## src/rtl/imem_loader_pkg.sv

```systemverilog
// ---------------------------------------------------------------------------
// imem_loader_pkg
// Shared definitions for the boot-time instruction-memory loader:
//   - loader state encoding
//   - header / trailer length in bytes
//   - I-BRAM byte-enable width and the all-lanes write mask
//   - word-index to byte-address helper
// ---------------------------------------------------------------------------
package imem_loader_pkg;

  typedef enum logic [2:0] {
    ST_HEADER = 3'd0,
    ST_DATA   = 3'd1,
    ST_COMMIT = 3'd2,
    ST_CHECK  = 3'd3,
    ST_DONE   = 3'd4,
    ST_ERROR  = 3'd5
  } state_t;

  // Header, data words and checksum trailer all arrive as 4-byte groups.
  localparam int HDR_BYTES = 4;

  // I-BRAM byte-enable width and the full-word write mask.
  localparam int              BE_W       = 4;
  localparam logic [BE_W-1:0] BYTE_LANES = 4'b1111;

  // Byte address of word 'idx' relative to 'base' (32-bit unsigned wrap).
  function automatic logic [31:0] word_addr(input logic [31:0] base,
                                            input logic [15:0] idx);
    return base + {14'd0, idx, 2'b00};
  endfunction

endpackage

```

## src/rtl/imem_loader_byte_packer.sv

```systemverilog
// ---------------------------------------------------------------------------
// imem_loader_byte_packer
// Assembles a little-endian 32-bit word from a byte stream. The first byte
// of a group lands in bits [7:0]. word_vld pulses combinationally together
// with the handshake of the 4th byte, so the caller can register the word
// on that same edge. Reused for header, data words and checksum trailer.
//
// Ports:
//   clk       system clock
//   rst       asynchronous active-low reset
//   clr       synchronous clear of byte counter and partial word
//   byte_vld  a byte is transferred this cycle
//   byte_dat  the transferred byte
//   word_vld  4th byte of a group is being transferred
//   word_dat  assembled word (valid when word_vld)
// ---------------------------------------------------------------------------
module imem_loader_byte_packer
  import imem_loader_pkg::*;
(
  input  logic        clk,
  input  logic        rst,
  input  logic        clr,
  input  logic        byte_vld,
  input  logic [7:0]  byte_dat,
  output logic        word_vld,
  output logic [31:0] word_dat
);

  logic [1:0]  cnt;
  logic [23:0] shreg;

  // New byte enters at the top; earlier bytes shift toward bit 0.
  assign word_dat = {byte_dat, shreg};
  assign word_vld = byte_vld && (cnt == 2'(HDR_BYTES - 1));

  always_ff @(posedge clk or negedge rst) begin
    if (!rst) begin
      cnt   <= 2'd0;
      shreg <= 24'd0;
    end else if (clr) begin
      cnt   <= 2'd0;
      shreg <= 24'd0;
    end else if (byte_vld) begin
      cnt   <= cnt + 2'd1;
      shreg <= word_dat[31:8];
    end
  end

endmodule

```

## src/rtl/imem_loader.sv

```systemverilog
// ---------------------------------------------------------------------------
// imem_loader
// Boot-time program loader driving the RV32I core's instruction BRAM write
// port and PC stall. Receives a byte stream: 4-byte little-endian word
// count N, then N little-endian instruction words written to consecutive
// word addresses from BASE_ADDR. The core stays held until the image is
// committed.
//
// Optional feature: define IMEM_LOADER_CHECKSUM_EN to require a 4-byte
// trailer equal to the mod-2^32 sum of the N data words.
//
// Ports:
//   clk           system clock
//   rst           asynchronous active-low reset
//   s_valid/s_data/s_ready   byte stream handshake
//   load_req      restart pulse, honoured in DONE or ERROR
//   mem_w_addr    I-BRAM byte address (word-aligned)
//   mem_w_dat     I-BRAM write data
//   mem_w_enb     one-cycle write strobe per word
//   mem_byte_enb  all lanes during a write, zero otherwise
//   cpu_hold      core PC stall
//   done          image loaded and valid
//   error         bad header or checksum mismatch
//   words_loaded  words written in the current load
// ---------------------------------------------------------------------------
module imem_loader
  import imem_loader_pkg::*;
#(
  parameter logic [31:0] BASE_ADDR = 32'h0000_0000,
  parameter int          MAX_WORDS = 1024
) (
  input  logic            clk,
  input  logic            rst,
  input  logic            s_valid,
  input  logic [7:0]      s_data,
  output logic            s_ready,
  input  logic            load_req,
  output logic [31:0]     mem_w_addr,
  output logic [31:0]     mem_w_dat,
  output logic            mem_w_enb,
  output logic [BE_W-1:0] mem_byte_enb,
  output logic            cpu_hold,
  output logic            done,
  output logic            error,
  output logic [15:0]     words_loaded
);

  state_t      state;
  logic [15:0] last_idx;
  logic        fire;
  logic        restart;
  logic        word_vld;
  logic [31:0] word_dat;
`ifdef IMEM_LOADER_CHECKSUM_EN
  logic [31:0] csum;
`endif

  assign fire    = s_valid && s_ready;
  // Restart also flushes the packer so a new load starts byte-aligned.
  assign restart = load_req && ((state == ST_DONE) || (state == ST_ERROR));

  imem_loader_byte_packer u_packer (
    .clk      (clk),
    .rst      (rst),
    .clr      (restart),
    .byte_vld (fire),
    .byte_dat (s_data),
    .word_vld (word_vld),
    .word_dat (word_dat)
  );

  always_ff @(posedge clk or negedge rst) begin
    if (!rst) begin
      state        <= ST_HEADER;
      s_ready      <= 1'b1;
      mem_w_addr   <= BASE_ADDR;
      mem_w_dat    <= 32'd0;
      mem_w_enb    <= 1'b0;
      mem_byte_enb <= '0;
      cpu_hold     <= 1'b1;
      done         <= 1'b0;
      error        <= 1'b0;
      words_loaded <= 16'd0;
      last_idx     <= 16'd0;
`ifdef IMEM_LOADER_CHECKSUM_EN
      csum         <= 32'd0;
`endif
    end else begin
      mem_w_enb    <= 1'b0;
      mem_byte_enb <= '0;
      case (state)
        ST_HEADER: begin
          if (word_vld) begin
            if ((word_dat == 32'd0) || (word_dat > 32'(MAX_WORDS))) begin
              state   <= ST_ERROR;
              s_ready <= 1'b0;
              error   <= 1'b1;
            end else begin
              state    <= ST_DATA;
              // N <= MAX_WORDS, so the low 16 bits carry the full count.
              last_idx <= word_dat[15:0] - 16'd1;
            end
          end
        end

        ST_DATA: begin
          if (word_vld) begin
            mem_w_addr   <= word_addr(BASE_ADDR, words_loaded);
            mem_w_dat    <= word_dat;
            mem_w_enb    <= 1'b1;
            mem_byte_enb <= BYTE_LANES;
            words_loaded <= words_loaded + 16'd1;
`ifdef IMEM_LOADER_CHECKSUM_EN
            csum         <= csum + word_dat;
`endif
            if (words_loaded == last_idx) begin
              state   <= ST_COMMIT;
              s_ready <= 1'b0;
            end
          end
        end

        // Final write strobe is on the bus during this cycle.
        ST_COMMIT: begin
`ifdef IMEM_LOADER_CHECKSUM_EN
          state   <= ST_CHECK;
          s_ready <= 1'b1;
`else
          state    <= ST_DONE;
          done     <= 1'b1;
          cpu_hold <= 1'b0;
`endif
        end

`ifdef IMEM_LOADER_CHECKSUM_EN
        ST_CHECK: begin
          if (word_vld) begin
            s_ready <= 1'b0;
            if (word_dat == csum) begin
              state    <= ST_DONE;
              done     <= 1'b1;
              cpu_hold <= 1'b0;
            end else begin
              state <= ST_ERROR;
              error <= 1'b1;
            end
          end
        end
`endif

        ST_DONE, ST_ERROR: begin
          if (load_req) begin
            state        <= ST_HEADER;
            s_ready      <= 1'b1;
            done         <= 1'b0;
            error        <= 1'b0;
            cpu_hold     <= 1'b1;
            words_loaded <= 16'd0;
`ifdef IMEM_LOADER_CHECKSUM_EN
            csum         <= 32'd0;
`endif
          end
        end

        // Unreachable encodings park in ERROR with the core held.
        default: begin
          state    <= ST_ERROR;
          s_ready  <= 1'b0;
          error    <= 1'b1;
          cpu_hold <= 1'b1;
        end
      endcase
    end
  end

endmodule

```

## config.mk

```make
export PLATFORM = sky130hd
export DESIGN_NAME = imem_loader
export DESIGN_NICKNAME = d
export VERILOG_FILES = /design/src/rtl/imem_loader_pkg.sv /design/src/rtl/imem_loader_byte_packer.sv /design/src/rtl/imem_loader.sv
export SDC_FILE = /design/constraint.sdc
export NUM_CORES = 1
export LEC_CHECK = 0
export CAP_MARGIN = 0
export CORE_MARGIN = 3
export CORE_UTILIZATION = 50
export DETAILED_ROUTE_END_ITERATION = 16
export GPL_TIMING_DRIVEN = 0
export HOLD_SLACK_MARGIN = 0.15
export PLACE_DENSITY = 0.77
export SLEW_MARGIN = 20
export SYNTH_ARGS = -nofsm -noshare
export SYNTH_HDL_FRONTEND = slang
export SYNTH_HIERARCHICAL = 1
export SYNTH_SLANG_ARGS = --single-unit
```

## constraint.sdc

```tcl
create_clock -name clk -period 4.1 [get_ports clk]
set_clock_uncertainty 0.1 [all_clocks]
set_input_delay 0.82 -clock clk [delete_from_list [all_inputs] [get_ports clk]]
set_output_delay 0.82 -clock clk [all_outputs]
set_load 0.005 [all_outputs]
```

==> impl_summary.md <==
Detailed routing
Once detail routing completed, the nets flagged for antenna violations numbered 0. The initial DRC count is 175. Dividing the detail-routed wire length by the instance count gives 16.87 um. The length of the first detailed-routing pass in iterations is 4. The number of vias per cell after detailed routing is 5.404. The detailed-route via count is 3918. The number of design rule violations left after detail routing is 0. The total wire length after detailed routing is 12230 um.

Global routing
The total overflow left after global routing is 0. The number of global-route vias before repair is 4124. The first global-routing pass estimated 20570 um of wire.

Entering global routing, the biggest net connects 70 pins. The initial antenna violation count is 0. In the global route stage, overall resource usage came out at 0.2063.

Synthesis
The mux share of post-synthesis cell area is 0.1813. After synthesis, the mean cell area works out to 11.95 um2. Yosys printed 6 warnings.

The synthesized design contains 0 enable-type register cells. The synthesized-area fraction occupied by xor and xnor cells is 0.04652. By area the synthesized netlist is led by sky130_fd_sc_hd__dfrtp_1, sky130_fd_sc_hd__mux2_2, sky130_fd_sc_hd__mux2i_1, sky130_fd_sc_hd__buf_4, sky130_fd_sc_hd__xnor2_1.

The share of the synthesized area in the top cell type is 0.5133. sky130_fd_sc_hd__dfrtp_1 takes more of the synthesized area than any other cell. After synthesis, the largest family of logic cells by area is multiplexers. The part of the Yosys area used for sequential elements is 0.5229.

Of the total synthesized cell area, the portion taken by AND, OR, NAND and NOR gates is 0.1063. The post-synthesis register bit count is 114. Of the total synthesized cell area, the portion taken by full adders, half adders and majority gates is 0.009166.

The gate count after technology mapping is 457. Among all flip-flop cells after synthesis, the most frequent one is sky130_fd_sc_hd__dfrtp_1. The cell area after synthesis is 5460 um2. The area fraction in compound gates after synthesis is 0.06210. The netlist uses 55 different library cells. Of all flip-flops after synthesis, the portion carrying an async set or reset was 1.000.

Clock tree
In this run the post-CTS setup repair buffer count came out at 0. The TritonCTS clock tree is done. The number of clock buffers inserted by TritonCTS is 17.

After clock tree synthesis, the flow added hold-fix buffers numbering 1. The total of cells resized after clock tree synthesis is 0. After clock tree synthesis, the clock-pin slew on the worst setup and hold paths is 60 ps. The root cell of the clock tree is sky130_fd_sc_hd__clkbuf_8. The clock passes through at most 2 buffers. In this run the number of H-tree levels came out at 4. The clock sink count is 114. The clock network latency to the later pin of the worst-skew pair is 510 ps.

Final layout
For this run, the post-layout net count is 593. In the final layout, the multi-input gates occupy 2273 um2. The antenna diode count is 0. The most common cell after layout, fill and taps aside is sky130_fd_sc_hd__dfrtp_1. The library cells used most frequently in the layout, excluding fill and tap cells, are sky130_fd_sc_hd__dfrtp_1, sky130_fd_sc_hd__clkdlybuf4s50_1, sky130_fd_sc_hd__mux2_2. The fill cell instance count of the final layout is 807. The fraction of final layout cells sized beyond drive strength 1 is 0.2292. The area of all placed cells without fillers is 7169 um2. The flip-flop and latch area is 2855 um2.

For this run, the share of the core covered by cells in the final layout is 0.6852. The area added between synthesis and finish is 31.30%.

Setup path
The worst setup path is captured at a flop. Among all stages on the critical path, the largest delay is contributed by sky130_fd_sc_hd__nor3_1. In this design, the stage delay of the slowest critical-path cell is 850 ps. The critical path is of the in -> reg type. The data arrival time of the critical path is 4020 ps. The type of origin of the critical path is an input port. The worst register-to-register path has a depth of 8. The worst path required time is 4390 ps.

The largest fanout of any net on the critical path is 10. The worst register-to-register path begins at s_ready. The number of buffers and inverters on the critical path is 4. For flop-to-flop paths, the worst setup slack is 560 ps. Among cell families on the critical path, the largest total delay comes from buffers and inverters. The endpoint identified for the worst register-to-register timing path is mem_w_addr[11]. The cell type with the highest occurrence count on the critical path is sky130_fd_sc_hd__and2_1.

The critical path goes through clkdlybuf4s50_1 > and2_1 > buf_6 > buf_12 > and2_1 > nand2b_1 > nor3_1 > clkbuf_1 > mux2_2.

Placed design
Once placement finished, the instance area stood at 6556 um2. Buffers placed on the I/O ports in this run total 84. Routability-driven placement finished with a final weighted congestion of 0.8033.

The post-DP HPWL is 8520 um.

Timing
Setup violations remaining at the end of the flow were counted as 0. The setup total negative slack is 0 ps. On the final layout, the worst hold slack is 404.6 ps. The total count of max-transition violations in the final report is 0. The relative slew slack is 0.2628. The number of hold-slack violations in the final timing report is 0. The post-route fraction of the period consumed by the critical path is 0.9096.

The worst path in the final design needs a cycle of 3729 ps, including I/O delays and setup. The transition time at the pin with the least slew margin is 1097 ps. Setup repair after global routing left no endpoint under its margin. For this run, the top clock speed supported by timing is 268.2 MHz.

Pwr
For this design the ratio of total power to cell area is 373.0 nW/um2. The worst IR drop on VDD is 202.5 uV. The overall power is 0.002674 W. The static leakage is 3.269 nW.

Min path
The hold path depth is 1. In this run the most critical hold path is launched from mem_w_addr[17]. The min-delay analysis places its worst path in the category reg -> reg. For hold timing, the worst endpoint is mem_w_addr[17].

Run status
The run finished with clean final reports.

Floorplanning
The die outline width is 110.5 um. The standard cell core area is 10460 um2. Pin placement for this block handled 101 I/O pins. The area of the die is 12210 um2.

The starting utilization of the core area is 0.5219. The floorplan has 37 rows. The die is 110.5 um tall.

Job
Across the run, the number of max-cap violations was 0.
## worst register-to-register path, stage by stage (launching register included)
cell	delay, ps
sky130_fd_sc_hd__dfstp_2	560
sky130_fd_sc_hd__and2_1	150
sky130_fd_sc_hd__buf_6	170
sky130_fd_sc_hd__buf_12	160
sky130_fd_sc_hd__and2_1	240
sky130_fd_sc_hd__nand2b_1	130
sky130_fd_sc_hd__nor3_1	850
sky130_fd_sc_hd__clkbuf_1	640
sky130_fd_sc_hd__mux2_2	420
## routing by layer
metal  GRT usage  vias up  wire length, um
met5           0        -                0
met4     0.08046        0              243
met3     0.04658       25              656
met2      0.3439      138             6016
met1      0.2618     1937             5314
li1            -     1818                -
## synthesized netlist by cell type, types with 2 or more instances
cell type and instances:
sky130_fd_sc_hd__a2111o_1 3, sky130_fd_sc_hd__a211oi_1 2, sky130_fd_sc_hd__a21oi_1 12, sky130_fd_sc_hd__a31o_2 3
sky130_fd_sc_hd__and2_1 5, sky130_fd_sc_hd__buf_12 2, sky130_fd_sc_hd__buf_2 2, sky130_fd_sc_hd__buf_4 28
sky130_fd_sc_hd__clkbuf_1 11, sky130_fd_sc_hd__dfrtp_1 112, sky130_fd_sc_hd__dfstp_2 2, sky130_fd_sc_hd__ha_1 4
sky130_fd_sc_hd__inv_1 14, sky130_fd_sc_hd__mux2_2 55, sky130_fd_sc_hd__mux2_4 4, sky130_fd_sc_hd__mux2i_1 31
sky130_fd_sc_hd__nand2_1 15, sky130_fd_sc_hd__nand3_1 6, sky130_fd_sc_hd__nand3b_1 2, sky130_fd_sc_hd__nand4_1 9
sky130_fd_sc_hd__nor2_1 42, sky130_fd_sc_hd__nor3_1 4, sky130_fd_sc_hd__nor3b_1 2, sky130_fd_sc_hd__nor4_1 6
sky130_fd_sc_hd__o211ai_1 2, sky130_fd_sc_hd__o21ai_0 15, sky130_fd_sc_hd__o31ai_1 2, sky130_fd_sc_hd__or3_1 7
sky130_fd_sc_hd__or4_1 2, sky130_fd_sc_hd__xnor2_1 24, sky130_fd_sc_hd__xor2_1 5
## sequential cells by signal, indices dropped and copies added, names as in the netlist
| name | count |
|---|---|
| mem_w_addr | 16 |
| u_packer/cnt | 2 |
| cpu_hold | 1 |
| error | 1 |
| state | 3 |
| done | 1 |
| mem_byte_enb | 1 |
| last_idx | 16 |
| s_ready | 1 |
| u_packer/shreg | 24 |
| words_loaded | 16 |
| mem_w_dat | 32 |
## worst max-delay path by stage
| stage | from | end | slack [ps] | depth (start not counted) |
|---|---|---|---|---|
| after floorplan | s_valid | mem_w_addr[10] | 1180 | 8 |
| after global placement | rst | mem_w_dat[20] | -2120 | 1 |
| after detailed placement | s_valid | mem_w_addr[15] | -70 | 9 |
| after CTS | s_valid | mem_w_addr[15] | 440 | 9 |
| after global routing | s_valid | mem_w_addr[17] | 310 | 9 |
| final | s_valid | mem_w_addr[11] | 370 | 9 |
## power by group
group	switching, W	internal (W)
clock	0.000501	0.000986
sequential	0	0.00113
combinational	0.0000331	0.0000275
total	0.000534	0.00214
## through the flow
stage                     setup WS [ps]  instances
after global routing              306.5        725
final                             370.7        725
after detailed placement         -72.61        693
after CTS                         443.7        725
after global placement            -2121        692
after floorplan                    1185        472
## cell families after synthesis
logic type,Yosys count
AOI/OAI and AO/OA,48
and+or+nand+nor,110
DFF,114
xor gates and xnor gates,29
other,1
buffers and inverters,61
adders and majority gates,4
muxes,90
## final cells by class
class | count | area share
well taps | 136 | 0.02373
multi-input cells | 297 | 0.3171
plain buffers | 46 | 0.04625
repair buffers | 86 | 0.1227
clock inverters | 8 | 0.01763
clock buffers | 23 | 0.06649
inverters | 15 | 0.007853
flip-flops and latches | 114 | 0.3983
Power figures use the tool's default switching activity.
